$ cat src/rtl/uart_tx_arbiter.sv
`default_nettype none
// ============================================================================
// Module      : uart_tx_arbiter
// Description : Round-robin arbiter that shares one UART transmitter between
//               four byte requesters. The winner's byte is latched onto
//               tx_data and tx_enable is raised. The arbiter then waits for
//               the transmitter's done flag, which is synchronised from the
//               tick domain, acks the requester and waits for the done flag
//               to clear before it grants again.
// Ports       : clk          system clock, all state updates on posedge
//               rst_n_a      asynchronous active-low reset
//               req[3:0]     per-requester request, held until ack
//               req_data     requester i byte on bits [8i+7:8i]
//               ack[3:0]     one-cycle pulse to the served requester
//               timeout_err  one-cycle pulse with ack when a byte is aborted
//               tx_enable    transmitter enable, starts on its rising edge
//               tx_data      byte to the transmitter
//               tx_done      transmitter done flag (asynchronous)
//               busy         high whenever the FSM is not idle
//               grant_id     index of the current or last granted requester
// Options     : UART_TX_ARB_TIMEOUT_EN - abort WAIT_DONE after TIMEOUT_CYCLES
// Revision    : 1.0 - initial release
// ============================================================================
module uart_tx_arbiter #(
    parameter int TIMEOUT_CYCLES = 200000
) (
    input  logic        clk,
    input  logic        rst_n_a,
    input  logic [3:0]  req,
    input  logic [31:0] req_data,
    output logic [3:0]  ack,
    output logic        timeout_err,
    output logic        tx_enable,
    output logic [7:0]  tx_data,
    input  logic        tx_done,
    output logic        busy,
    output logic [1:0]  grant_id
);

    typedef enum logic [1:0] {
        ST_IDLE      = 2'd0,
        ST_WAIT_DONE = 2'd1,
        ST_RELEASE   = 2'd2
    } state_t;

    state_t      r_state;
    state_t      w_state_nxt;

    logic        r_done_meta;
    logic        r_done_s;
    logic        r_done_s_q;
    logic        w_done_rise;

    logic [1:0]  r_last_grant;
    logic [1:0]  w_winner;
    logic        w_found;
    logic [7:0]  w_win_byte;

    logic        w_grant;
    logic        w_ack_fire;
    logic        w_tmo_hit;

    // ------------------------------------------------------------------
    // tx_done synchroniser and rising-edge detect
    // ------------------------------------------------------------------
    always_ff @(posedge clk or negedge rst_n_a) begin
        if (!rst_n_a) begin
            r_done_meta <= 1'b0;
            r_done_s    <= 1'b0;
            r_done_s_q  <= 1'b0;
        end else begin
            r_done_meta <= tx_done;
            r_done_s    <= r_done_meta;
            r_done_s_q  <= r_done_s;
        end
    end

    assign w_done_rise = r_done_s & ~r_done_s_q;

    // ------------------------------------------------------------------
    // Round-robin search starting one past the last grant
    // ------------------------------------------------------------------
    always_comb begin
        logic [1:0] w_idx;
        w_idx    = 2'd0;
        w_found  = 1'b0;
        w_winner = r_last_grant;
        for (int k = 1; k <= 4; k++) begin
            w_idx = r_last_grant + 2'(k);
            if (!w_found && req[w_idx]) begin
                w_found  = 1'b1;
                w_winner = w_idx;
            end
        end
    end

    assign w_win_byte = req_data[{w_winner, 3'b000} +: 8];

    // ------------------------------------------------------------------
    // Optional WAIT_DONE watchdog
    // ------------------------------------------------------------------
`ifdef UART_TX_ARB_TIMEOUT_EN
    localparam int c_CNT_W = (TIMEOUT_CYCLES > 2) ? $clog2(TIMEOUT_CYCLES) : 1;
    localparam logic [c_CNT_W-1:0] c_TMO_LAST = c_CNT_W'(TIMEOUT_CYCLES - 1);

    logic [c_CNT_W-1:0] r_tmo_cnt;
    logic               r_timeout_err;

    assign w_tmo_hit = (r_state == ST_WAIT_DONE) && (r_tmo_cnt == c_TMO_LAST);

    // Cleared on the grant edge so it is zero on the first WAIT_DONE cycle;
    // it parks at the terminal value after an abort until the next grant.
    always_ff @(posedge clk or negedge rst_n_a) begin
        if (!rst_n_a) begin
            r_tmo_cnt <= '0;
        end else if (w_grant) begin
            r_tmo_cnt <= '0;
        end else if ((r_state == ST_WAIT_DONE) && !w_tmo_hit) begin
            r_tmo_cnt <= r_tmo_cnt + 1'b1;
        end
    end

    // A real done on the terminal cycle wins over the abort.
    always_ff @(posedge clk or negedge rst_n_a) begin
        if (!rst_n_a) begin
            r_timeout_err <= 1'b0;
        end else begin
            r_timeout_err <= w_tmo_hit & ~w_done_rise;
        end
    end

    assign timeout_err = r_timeout_err;
`else
    assign w_tmo_hit   = 1'b0;
    assign timeout_err = 1'b0;
`endif

    // ------------------------------------------------------------------
    // FSM: state register and next-state logic
    // ------------------------------------------------------------------
    always_ff @(posedge clk or negedge rst_n_a) begin
        if (!rst_n_a) begin
            r_state <= ST_IDLE;
        end else begin
            r_state <= w_state_nxt;
        end
    end

    always_comb begin
        w_state_nxt = r_state;
        w_grant     = 1'b0;
        w_ack_fire  = 1'b0;
        case (r_state)
            ST_IDLE: begin
                // A done flag still high from the previous byte would make
                // the transmitter abort a freshly started byte.
                if (w_found && !r_done_s) begin
                    w_state_nxt = ST_WAIT_DONE;
                    w_grant     = 1'b1;
                end
            end
            ST_WAIT_DONE: begin
                if (w_done_rise || w_tmo_hit) begin
                    w_state_nxt = ST_RELEASE;
                    w_ack_fire  = 1'b1;
                end
            end
            ST_RELEASE: begin
                if (!r_done_s) begin
                    w_state_nxt = ST_IDLE;
                end
            end
            default: begin
                w_state_nxt = ST_IDLE;
            end
        endcase
    end

    // ------------------------------------------------------------------
    // Registered outputs
    // ------------------------------------------------------------------
    always_ff @(posedge clk or negedge rst_n_a) begin
        if (!rst_n_a) begin
            tx_enable    <= 1'b0;
            tx_data      <= 8'h00;
            grant_id     <= 2'd0;
            r_last_grant <= 2'd3;
            ack          <= 4'b0000;
        end else begin
            if (w_grant) begin
                tx_enable    <= 1'b1;
                tx_data      <= w_win_byte;
                grant_id     <= w_winner;
                r_last_grant <= w_winner;
            end else if (w_ack_fire) begin
                tx_enable    <= 1'b0;
            end
            ack <= w_ack_fire ? (4'b0001 << grant_id) : 4'b0000;
        end
    end

    assign busy = (r_state != ST_IDLE);

endmodule
`default_nettype wire

$ cat config.mk
export PLATFORM = sky130hd
export DESIGN_NAME = uart_tx_arbiter
export DESIGN_NICKNAME = d
export VERILOG_FILES = /design/src/rtl/uart_tx_arbiter.sv
export SDC_FILE = /design/constraint.sdc
export NUM_CORES = 1
export LEC_CHECK = 0
export ABC_AREA = 1
export BUFFER_PORTS_ARGS = -buffer_cell sky130_fd_sc_hd__buf_4
export CELL_PAD_IN_SITES_DETAIL_PLACEMENT = 2
export CELL_PAD_IN_SITES_GLOBAL_PLACEMENT = 2
export CORE_MARGIN = 8
export CORE_UTILIZATION = 28
export CTS_CLUSTER_DIAMETER = 100
export DETAILED_ROUTE_END_ITERATION = 8
export PLACE_DENSITY_LB_ADDON = 0.25
export SETUP_SLACK_MARGIN = 0.05
export SLEW_MARGIN = 10
export SYNTH_ARGS = -nofsm -noshare
export SYNTH_HDL_FRONTEND = slang
export SYNTH_SLANG_ARGS = --single-unit
$ cat constraint.sdc
create_clock -name clk -period 4.3 [get_ports clk]
set_input_delay 0.43 -clock clk [delete_from_list [all_inputs] [get_ports clk]]
set_output_delay 0.43 -clock clk [all_outputs]
set_load 0.005 [all_outputs]
==> results.md, run 1 <==
* Status: completed
* Critical R2R Capture: tx_data[4]
* RSZ-0062 raised after global routing: no
* Initial DRC count at 24
* DPL Wire Length at 4.117 mm
* Area of the multi-input gates at 835.8 sq um
* WL final at 4.961 mm
* Area delta synth->final at 31.92%
* Max-cap violation count at 0
* Setup bufs post-CTS at 0
* Starting density of the core at 28.43%
* Worst reg2reg setup slack at 2100 ps
* DR pass1 iterations at 4
* Syn Std Cell Area at 0.001536 sq mm
* Post-route insts no fill at 330
* Die width at 90.08 um
* Post-route setup TNS at 0 ps
* Area of the core at 0.005405 sq mm
* Layout cell share with drive strength beyond 1 at 36.82%
* Avg Synthesized Cell Area at 7.495 sq um
* Pre-CTS WS at 2087 ps
* Post-DRT Antenna Nets at 0
* Avg WL per Cell at 15.03 um
* Fraction of the yosys area taken by sequential cells at 35.99%
* # fillers at 655
* Die area at 0.008114 sq mm
* Layout Utilization at 37.50%
* Worst-skew pair later-pin latency at 260 ps
* Worst hold path type: in2async
* Setup Viol. Count Final at 0
* CTS tree: yes
* CP Launch Type: flip-flop
* Chip Height at 90.08 um
* R2r startpoint: r_last_grant[0]
* Initial antenna violation count at 0
* Io pins at 56
* Residual overflow from global routing at 0
* CTS resizes at 0
* GRT Total Usage at 12.58%
* Synthesized instance count at 205
* Ant. Diodes at 0
* # placed instances at 326
* Final Critical Period at 2196 ps
* Hold Vio Cnt, Final at 0
* Reg clk slew, reported paths at 80 ps
* Number of global-route vias before repair at 1775
* Port Buffers at 54
* Maximum clock insertion buffer count at 2
* Pleak at 1.101 nW
* DR vias/cell at 4.624
* WP data arrival at 2350 ps
* CP endpoint kind: flip-flop
* Predominant post-synthesis flop cell: dfrtp_1
* Period utilization at 51.06%
* Highest Clock Rate at 455.5 MHz
* Total clock sinks at 22
* Top cells by count, synth: nand2_1, nand3_1, dfrtp_1
* Setup WS post-layout at 2104 ps
* CP Max Fanout at 17
* Synth area leaders: dfrtp_1, nand2_1, nand3_1, nand2_4, nand3_2
* EDFF count, synth at 0
* Number of cell rows at 27
* Required time of the worst setup path at 4450 ps
* CTS Root Cell: clkbuf_8
* Finished Cell Area at 0.002027 sq mm
* Vias at 1526
* Fin nets at 298
* DRC at 0
* Global-route wire length before repair at 8.521 mm
* Pwr Density at 802.3 mW/mm^2
* Synthesized flop and latch total at 22
* Worst R2R Path Depth at 13
* Placed Area at 0.001972 sq mm
* VDD IR max at 0.2789 mV
* Tot Pwr at 1.626 mW
* Hold-fix buffers at CTS at 0
* Most frequent cell after synthesis: nand2_1
* Largest area contributor in the netlist: dfrtp_1
* Final Max Slew Viols at 0
* Share of the synthesized area in the top cell type at 32.57%
* Hold slack at 46.75 ps
* Reg area at 553.0 sq um
* CTS Buf Count at 3
* Clk_skew at 2.089 ps
* Largest net degree at the start of global routing at 23
* FFs w/ async S/R, synth at 100.0%
* Setup Crit Path Kind: reg2reg
* CTS H-tree lvls at 1
* Post-synth cell types at 23
* Yosys warnings at 0
* Gp weighted congestion at 0.7895
* Post-Syn Nets at 244
metal layers:
| layer | share of wire (%) | track usage [%] |
|---|---|---|
| met1 | 43 | 14.04 |
| met2 | 53 | 23.31 |
| met3 | 3.6 | 3.408 |
| met4 | 0.99 | 2.219 |
| met5 | 0 | 0 |
layout make-up:
class / instances / share of cell area (%)
multi-input cells: 156 / 41.23
flip-flops and latches: 22 / 27.28
repair buffers: 54 / 20.00
well taps: 72 / 4.444
inverters: 22 / 4.321
clock buffers: 4 / 2.716
critical path: stages, from the launching register on:
cell and delay [ps]:
dfstp_2 670, inv_2 150, nand2_1 100, nand2_2 100, nand2_1 90, nand2_2 90, nand2_2 110, nand3_4 200
nand2_4 220, nand2_1 70, nand2_1 60, nand2_1 90, nand3_2 70, nand2_1 50
power breakdown:
part / leakage (nW) / internal, mW / switching (mW) / total, mW
Combinational: 0.803 / 0.387 / 0.734 / 1.12
Clock: 0.0288 / 0.0815 / 0.0641 / 0.146
Sequential: 0.269 / 0.290 / 0.0689 / 0.359
Total: 1.10 / 0.759 / 0.867 / 1.63
how the worst max path moves through the flow:
| stage | cells past startpoint | start | endpoint | slack, ps |
|---|---|---|---|---|
| CTS | 13 | r_last_grant[0] | tx_data[2] | 2060 |
| global route | 13 | r_last_grant[0] | tx_data[6] | 1870 |
| detailed placement | 13 | r_last_grant[0] | tx_data[2] | 2090 |
| floorplan | 13 | r_last_grant[0] | r_state[0] | 2600 |
| finish | 13 | r_last_grant[0] | tx_data[4] | 2100 |
| global placement | 13 | r_last_grant[0] | tx_data[6] | 2110 |
cell usage in the layout, fill, tap and decap left out, drive strengths merged:
master / instances
nand3b: 9
nor3: 4
buf: 54
clkbuf: 4
nand2: 86
conb: 1
nor2: 6
a21oi: 2
o21ai: 5
dfrtp: 20
nand3: 43
dfstp: 2
inv: 22
flip-flops by register name, summed over array words and instances (netlist names):
signal        cells
ack               4
grant_id          2
r_done_s          1
tx_data           8
r_done_meta       1
r_done_s_q        1
tx_enable         1
r_last_grant      2
r_state           2
logic make-up after synthesis:
kind of cell,Yosys count,synth area share (%)
buffers and inverters,27,9.609
AO/OA/AOI/OAI,7,2.525
flip-flops,22,35.99
AND/OR/NAND/NOR,148,51.63
other,1,0.2441
No activity file was read; power rests on OpenSTA's default activity.
==> inputs of run 2 (changes only) <==
--- a/config.mk
+++ b/config.mk
@@ -10,7 +10,7 @@
 export CELL_PAD_IN_SITES_DETAIL_PLACEMENT = 2
 export CELL_PAD_IN_SITES_GLOBAL_PLACEMENT = 2
 export CORE_MARGIN = 8
-export CORE_UTILIZATION = 28
+export CORE_UTILIZATION = 26
 export CTS_CLUSTER_DIAMETER = 100
 export DETAILED_ROUTE_END_ITERATION = 8
 export PLACE_DENSITY_LB_ADDON = 0.25
==> constraint.sdc (replaced) <==
create_clock -name clk -period 2.24 [get_ports clk]
set_input_delay 0.224 -clock clk [delete_from_list [all_inputs] [get_ports clk]]
set_output_delay 0.224 -clock clk [all_outputs]
set_load 0.005 [all_outputs]
==> run 2 against run 1 <==
Worst hold slack better by 21 ps; flip-flop and latch count did not move; critical path depth grew 1; worst setup slack got worse by 1900 ps; largest power group unchanged; highest routed layer unchanged.
==> results.md, run 2 (synthesis results as in run 1) <==
* Status: completed
* Initial antenna violation count at 0 (unchanged)
* Slowest stage delay, CP at 600 ps (-70 ps)
* Gp weighted congestion at 0.8266 (+4.7%)
* Comb pwr share at 71.3% (+2.3 points)
* DR vias/cell at 4.528 (-2.1%)
* Hold Vio Cnt, Final at 0 (unchanged)
* Largest net degree at the start of global routing at 23 (unchanged)
* Number of cell rows at 28 (+3.7%)
* Pleak at 1.119 nW (+1.6%)
* Layout cell share with drive strength beyond 1 at 37.02% (+0.20 points)
* Share of power burned in registers at 20.9% (-1.2 points)
* CTS H-tree lvls at 1 (unchanged)
* Max reg flops at 8 (unchanged)
* CTS tree: yes
* Maximum clock insertion buffer count at 2 (unchanged)
* P_int at 1.519 mW (+100%)
* Layout Utilization at 35.86% (-1.6 points)
* Worst hold path type: in2reg
* Global-route wire length before repair at 8.300 mm (-2.6%)
* DPL Wire Length at 4.027 mm (-2.2%)
* Initial DRC count at 59 (+150%)
* CTS Buf Count at 3 (unchanged)
* Residual overflow from global routing at 0 (unchanged)
* GRT Total Usage at 11.66% (-0.91 points)
* Max-cap violation count at 0 (unchanged)
* Commonest non-fill, non-tap cell in the layout: nand2_1
* Port Buffers at 54 (unchanged)
* Post-route setup TNS at 0 ps (unchanged)
* Number of global-route vias before repair at 1701 (-4.2%)
* Avg WL per Cell at 14.64 um (-2.6%)
* Area delta synth->final at 35.75%
* Worst-skew pair later-pin latency at 260 ps (about the same)
* Worst path depth at 14 (+1)
* Pwr Density at 1547 mW/mm^2 (+93%)
* Worst R2R Path Depth at 14 (+1)
* Ant. Diodes at 0 (unchanged)
* P_sw at 1.708 mW (+97%)
* CP endpoint kind: flip-flop
* Largest regs: tx_data: 8 flops, ack: 4 flops
* WL final at 4.933 mm (-0.56%)
* Starting density of the core at 26.42% (-2.0 points)
* Reg clk slew, reported paths at 80 ps (about the same)
* VDD IR max at 0.5578 mV (+100%)
* RSZ-0062 raised after global routing: yes
* Required time of the worst setup path at 2400 ps (-2050 ps)
* Period utilization at 90.70% (+40 points)
* CP Cell Sequence: buf_4 > nand2_1 > nand2_2 > nand2_1 > nand2_2 > nand2_2 > nand2_2 > nand2_8 > nand2_8 > nand2_1 > nand2_1 > nand2_1 > nand3_2 > nand2_1
* Highest Clock Rate at 492.2 MHz (+8.1%)
* CP Launch Type: flip-flop
* Clock power frac at 7.8% (-1.2 points)
* DRC at 0 (unchanged)
* Final Max Slew Viols at 0 (unchanged)
* Setup Crit Path Kind: reg2reg
* Area of the core at 0.005816 sq mm (+7.6%)
* Crit-path leading delay family: simple AND/OR/NAND/NOR gates
* Die area at 0.008626 sq mm (+6.3%)
* Final Critical Period at 2032 ps (-163.8 ps)
* Worst hold stages at 1
* CTS Root Cell: clkbuf_8
* Die width at 92.88 um (+3.1%)
* Cell mode on critical path: nand2_1
* Setup Viol. Count Final at 0 (unchanged)
* Vias at 1526 (unchanged)
* Chip Height at 92.88 um (+3.1%)
* Post-DRT Antenna Nets at 0 (unchanged)
* Fin nets at 302 (+1.3%)
* Reg with most FFs: tx_data
* CP Max Fanout at 17 (unchanged)
* DR pass1 iterations at 4 (unchanged)
* Most frequent cells in the layout: nand2_1, buf_4, nand3_1
* Slowest cell on crit path: dfstp_2
* CP Buf/Inv Count at 1 (unchanged)
* Switching Fraction at 52.92% (-0.41 points)
* # fillers at 699 (+6.7%)
* Clk_skew at 2.826 ps (+0.7365 ps)
* WP data arrival at 2190 ps (-160 ps)
* Io pins at 56 (unchanged)
* Total clock sinks at 22 (unchanged)
-- run 2: changes by cell type in the layout (fill, tap and decap cells not counted), sizes merged --
cell,delta
buf,+3
dlygate4sd3,+1
-- run 2: layout make-up --
| cell class | count | area [sq um] | share of cell area, % |
|---|---|---|---|
| sequential | 22 | 553.0 | 26.51 |
| tap | 75 | 93.84 | 4.499 |
| timing repair buffer | 58 | 450.4 | 21.60 |
| inverter | 22 | 90.09 | 4.319 |
| clock buffer | 4 | 45.04 | 2.160 |
| multi-input combinational | 156 | 853.3 | 40.91 |
-- run 2: power groups by stage --
stage	sequential (mW)	clock, mW	combinational [mW]
after global routing	0.691	0.277	2.60
final	0.674	0.250	2.30
after CTS	0.677	0.257	2.22
after global placement	0.681	0	2.18
after floorplan	0.654	0	1.64
after detailed placement	0.683	0	2.21
-- run 2: metrics by stage --
| stage | instance area, sq um | power [mW] | setup WS [ps] | hold slack, ps | std cells |
|---|---|---|---|---|---|
| after floorplan | 1536 | 2.293 | 535.4 | -71.59 | 205 |
| after CTS | 2046 | 3.156 | 149.2 | 62.81 | 336 |
| after global routing | 2086 | 3.566 | 50.41 | 60.39 | 337 |
| after global placement | 1991 | 2.857 | 195.8 | 131.0 | 331 |
| after detailed placement | 1991 | 2.895 | 160.2 | 130.2 | 331 |
| final | 2086 | 3.227 | 208.3 | 67.80 | 337 |
-- run 2: timing repair --
action,in CTS,in global routing
hold endpoints to repair,20,0
setup buffers,0,1
hold buffers,1,0
gates resized for setup,0,3
endpoints found under the setup margin,0,8
-- run 2: per-layer routing --
layer  wire length (um)  track usage [%]  up-vias
li1                   -                -      765
met1               2382            15.68      721
met2               2270            18.28       38
met3                235            2.265        2
met4                 44            3.624        0
met5                  0                0        -
-- run 2: path summary, 6_finish.rpt --
path                                  from               to  slack [ps]
setup / recovery           r_last_grant[0]       tx_data[0]         210
max in group asynchronous          rst_n_a  r_last_grant[1]        1570
setup reg to reg           r_last_grant[0]       tx_data[0]         210
hold / removal                     tx_done      r_done_meta          70
min in group asynchronous          rst_n_a       r_state[0]         390
hold reg to reg                r_done_meta         r_done_s         350
-- run 2: worst reg2reg max path, stage by stage (launching register included) --
cell     delay, ps
dfstp_2        600
buf_4          170
nand2_1         70
nand2_2        110
nand2_1         80
nand2_2        110
nand2_2        100
nand2_2        120
nand2_8        120
nand2_8        120
nand2_1         60
nand2_1         90
nand2_1         70
nand3_2         50
nand2_1         50
==> inputs of run 3 (changes only) <==
--- a/config.mk
+++ b/config.mk
@@ -13,6 +13,7 @@
 export CORE_UTILIZATION = 26
 export CTS_CLUSTER_DIAMETER = 100
 export DETAILED_ROUTE_END_ITERATION = 8
+export GPL_TIMING_DRIVEN = 0
 export PLACE_DENSITY_LB_ADDON = 0.25
 export SETUP_SLACK_MARGIN = 0.05
 export SLEW_MARGIN = 10
==> run 3 against run 2 <==
Maximum frequency grew 3.8%; largest power group unchanged; core utilization grew 0.086 points; combinational power is essentially flat.
==> results.md, run 3 (synthesis results as in run 1) <==
* Starting density of the core at 26.42% (unchanged)
* Worst R2R Path Depth at 13 (-1)
* Setup Crit Path Kind: reg2reg
* Pwr Density at 1527 mW/mm^2 (-1.3%)
* RSZ-0062 raised after global routing: no
* Post-DRT Antenna Nets at 0 (unchanged)
* Final Critical Period at 1958 ps (-73.85 ps)
* Final Max Slew Viols at 0 (unchanged)
* Reg with most FFs: tx_data
* Hold-fix buffers at CTS at 1 (unchanged)
* Status: completed
* Most frequent cells in the layout: nand2_1, buf_4, nand3_1
* Worst hold stages at 1 (unchanged)
* Period utilization at 87.40% (-3.3 points)
* WL final at 4.888 mm (-0.91%)
* Clk_skew at 3.919 ps (+1.094 ps)
* Reg clk slew, reported paths at 80 ps (about the same)
* Max-cap violation count at 0 (unchanged)
* CP Max Fanout at 10 (-7)
* Post-route insts no fill at 339 (+0.59%)
* GRT Total Usage at 11.97% (+0.31 points)
* Residual overflow from global routing at 0 (unchanged)
* Initial DRC count at 44 (-25%)
* WP data arrival at 2170 ps (-20 ps)
* Commonest non-fill, non-tap cell in the layout: nand2_1
* Fin nets at 304 (+0.66%)
* Ant. Diodes at 0 (unchanged)
* DR pass1 iterations at 4 (unchanged)
* Io pins at 56 (unchanged)
* Critical R2R Capture: tx_data[7]
* Hold Vio Cnt, Final at 0 (unchanged)
* Die width at 92.88 um (unchanged)
* Layout cell share with drive strength beyond 1 at 37.50% (+0.48 points)
* Max reg flops at 8 (unchanged)
* Post-route setup TNS at 0 ps (unchanged)
* Area of the core at 0.005816 sq mm (unchanged)
* VDD IR max at 0.5919 mV (+6.1%)
* DRC at 0 (unchanged)
* Global-route wire length before repair at 8.404 mm (+1.3%)
* Worst hold path type: in2reg
* Area delta synth->final at 36.08%
* DR vias/cell at 4.487 (-0.92%)
* Initial antenna violation count at 0 (unchanged)
* Chip Height at 92.88 um (unchanged)
* CTS Root Cell: clkbuf_8
* R2r startpoint: r_last_grant[0]
* Worst-skew pair later-pin latency at 270 ps (about the same)
* Largest net degree at the start of global routing at 23 (unchanged)
* Pleak at 1.132 nW (+1.2%)
* Total clock sinks at 22 (unchanged)
* DPL Wire Length at 4.095 mm (+1.7%)
* Number of cell rows at 28 (unchanged)
* CTS resizes at 0 (unchanged)
* Hold slack at 61.38 ps (-6.425 ps)
* Avg WL per Cell at 14.42 um (-1.5%)
* Setup Viol. Count Final at 0 (unchanged)
* Worst reg2reg setup slack at 280 ps (+70 ps)
* CP Launch Type: flip-flop
* Highest Clock Rate at 510.8 MHz (+3.8%)
* Gp weighted congestion at 0.7312 (-12%)
* Required time of the worst setup path at 2450 ps (+50 ps)
* Number of global-route vias before repair at 1733 (+1.9%)
* Hold Path End: r_done_meta
* # fillers at 726 (+3.9%)
* Largest regs: tx_data: 8 flops, ack: 4 flops
* CTS Buf Count at 3 (unchanged)
* HP Start: tx_done
* Maximum clock insertion buffer count at 2 (unchanged)
* CTS H-tree lvls at 1 (unchanged)
* Die area at 0.008626 sq mm (unchanged)
* CP endpoint kind: flip-flop
* Port Buffers at 54 (unchanged)
* Vias at 1521 (-0.33%)
* # placed instances at 334 (+0.91%)
* Setup bufs post-CTS at 0 (unchanged)
* CTS tree: yes
[run 3: cell types whose count changed in the layout (fill, tap and decap cells not counted), sizes merged]
cell / before / now
buf: 57 / 59
[run 3: worst max-delay path by stage]
stage,from,endpoint,slack [ps],cells past startpoint
floorplan,r_last_grant[0],r_state[0],540,13
global placement,r_last_grant[1],tx_data[2],300,13
detailed placement,r_last_grant[1],tx_data[6],260,13
CTS,r_last_grant[1],tx_data[6],250,14
global route,r_last_grant[1],tx_data[2],70,13
finish,r_last_grant[0],tx_data[7],280,13
[run 3: critical path: stages, from the launching register on]
cell and delay [ps]:
dfstp_2 550, buf_6 150, nand2_1 70, nand2_2 120
nand2_1 80, nand2_2 120, nand3b_1 140, nand2_1 70
inv_2 60, nand2_4 90, inv_4 110, buf_8 160
nand3_2 100, nand2_1 60
[run 3: area by class of cell]
type / instances / area, sq um / area share (%)
buffer: 5 / 60.06 / 2.873
clock buffer: 4 / 45.04 / 2.154
inverter: 22 / 87.58 / 4.189
multi-input combinational: 156 / 835.8 / 39.98
sequential: 22 / 553.0 / 26.45
tap: 75 / 93.84 / 4.488
timing repair buffer: 55 / 415.4 / 19.87
[run 3: stage by stage]
stage | util, % | setup WS, ps | instance area [sq um] | total power [mW]
3_3_place_gp | 35.00 | 301.0 | 2036 | 2.942
3_5_place_dp | 35.00 | 259.0 | 2036 | 3.007
4_1_cts | 35.95 | 254.5 | 2091 | 3.277
6_report | 35.95 | 282.1 | 2091 | 3.192
5_1_grt | 35.95 | 72.41 | 2091 | 3.557
2_1_floorplan | - | 535.4 | 1536 | 2.293
[run 3: routing by layer]
layer,GRT usage (%),up-vias,share of wire [%]
met5,0,-,0
met4,4.832,0,1.7
met3,2.265,5,4.8
met2,18.82,39,46
met1,15.70,709,48
li1,-,768,-
[run 3: power by group]
group | internal, mW | total, mW | leakage, nW | switching, mW
Sequential | 0.556 | 0.662 | 0.269 | 0.106
Clock | 0.127 | 0.255 | 0.0228 | 0.128
Combinational | 0.847 | 2.28 | 0.840 | 1.43
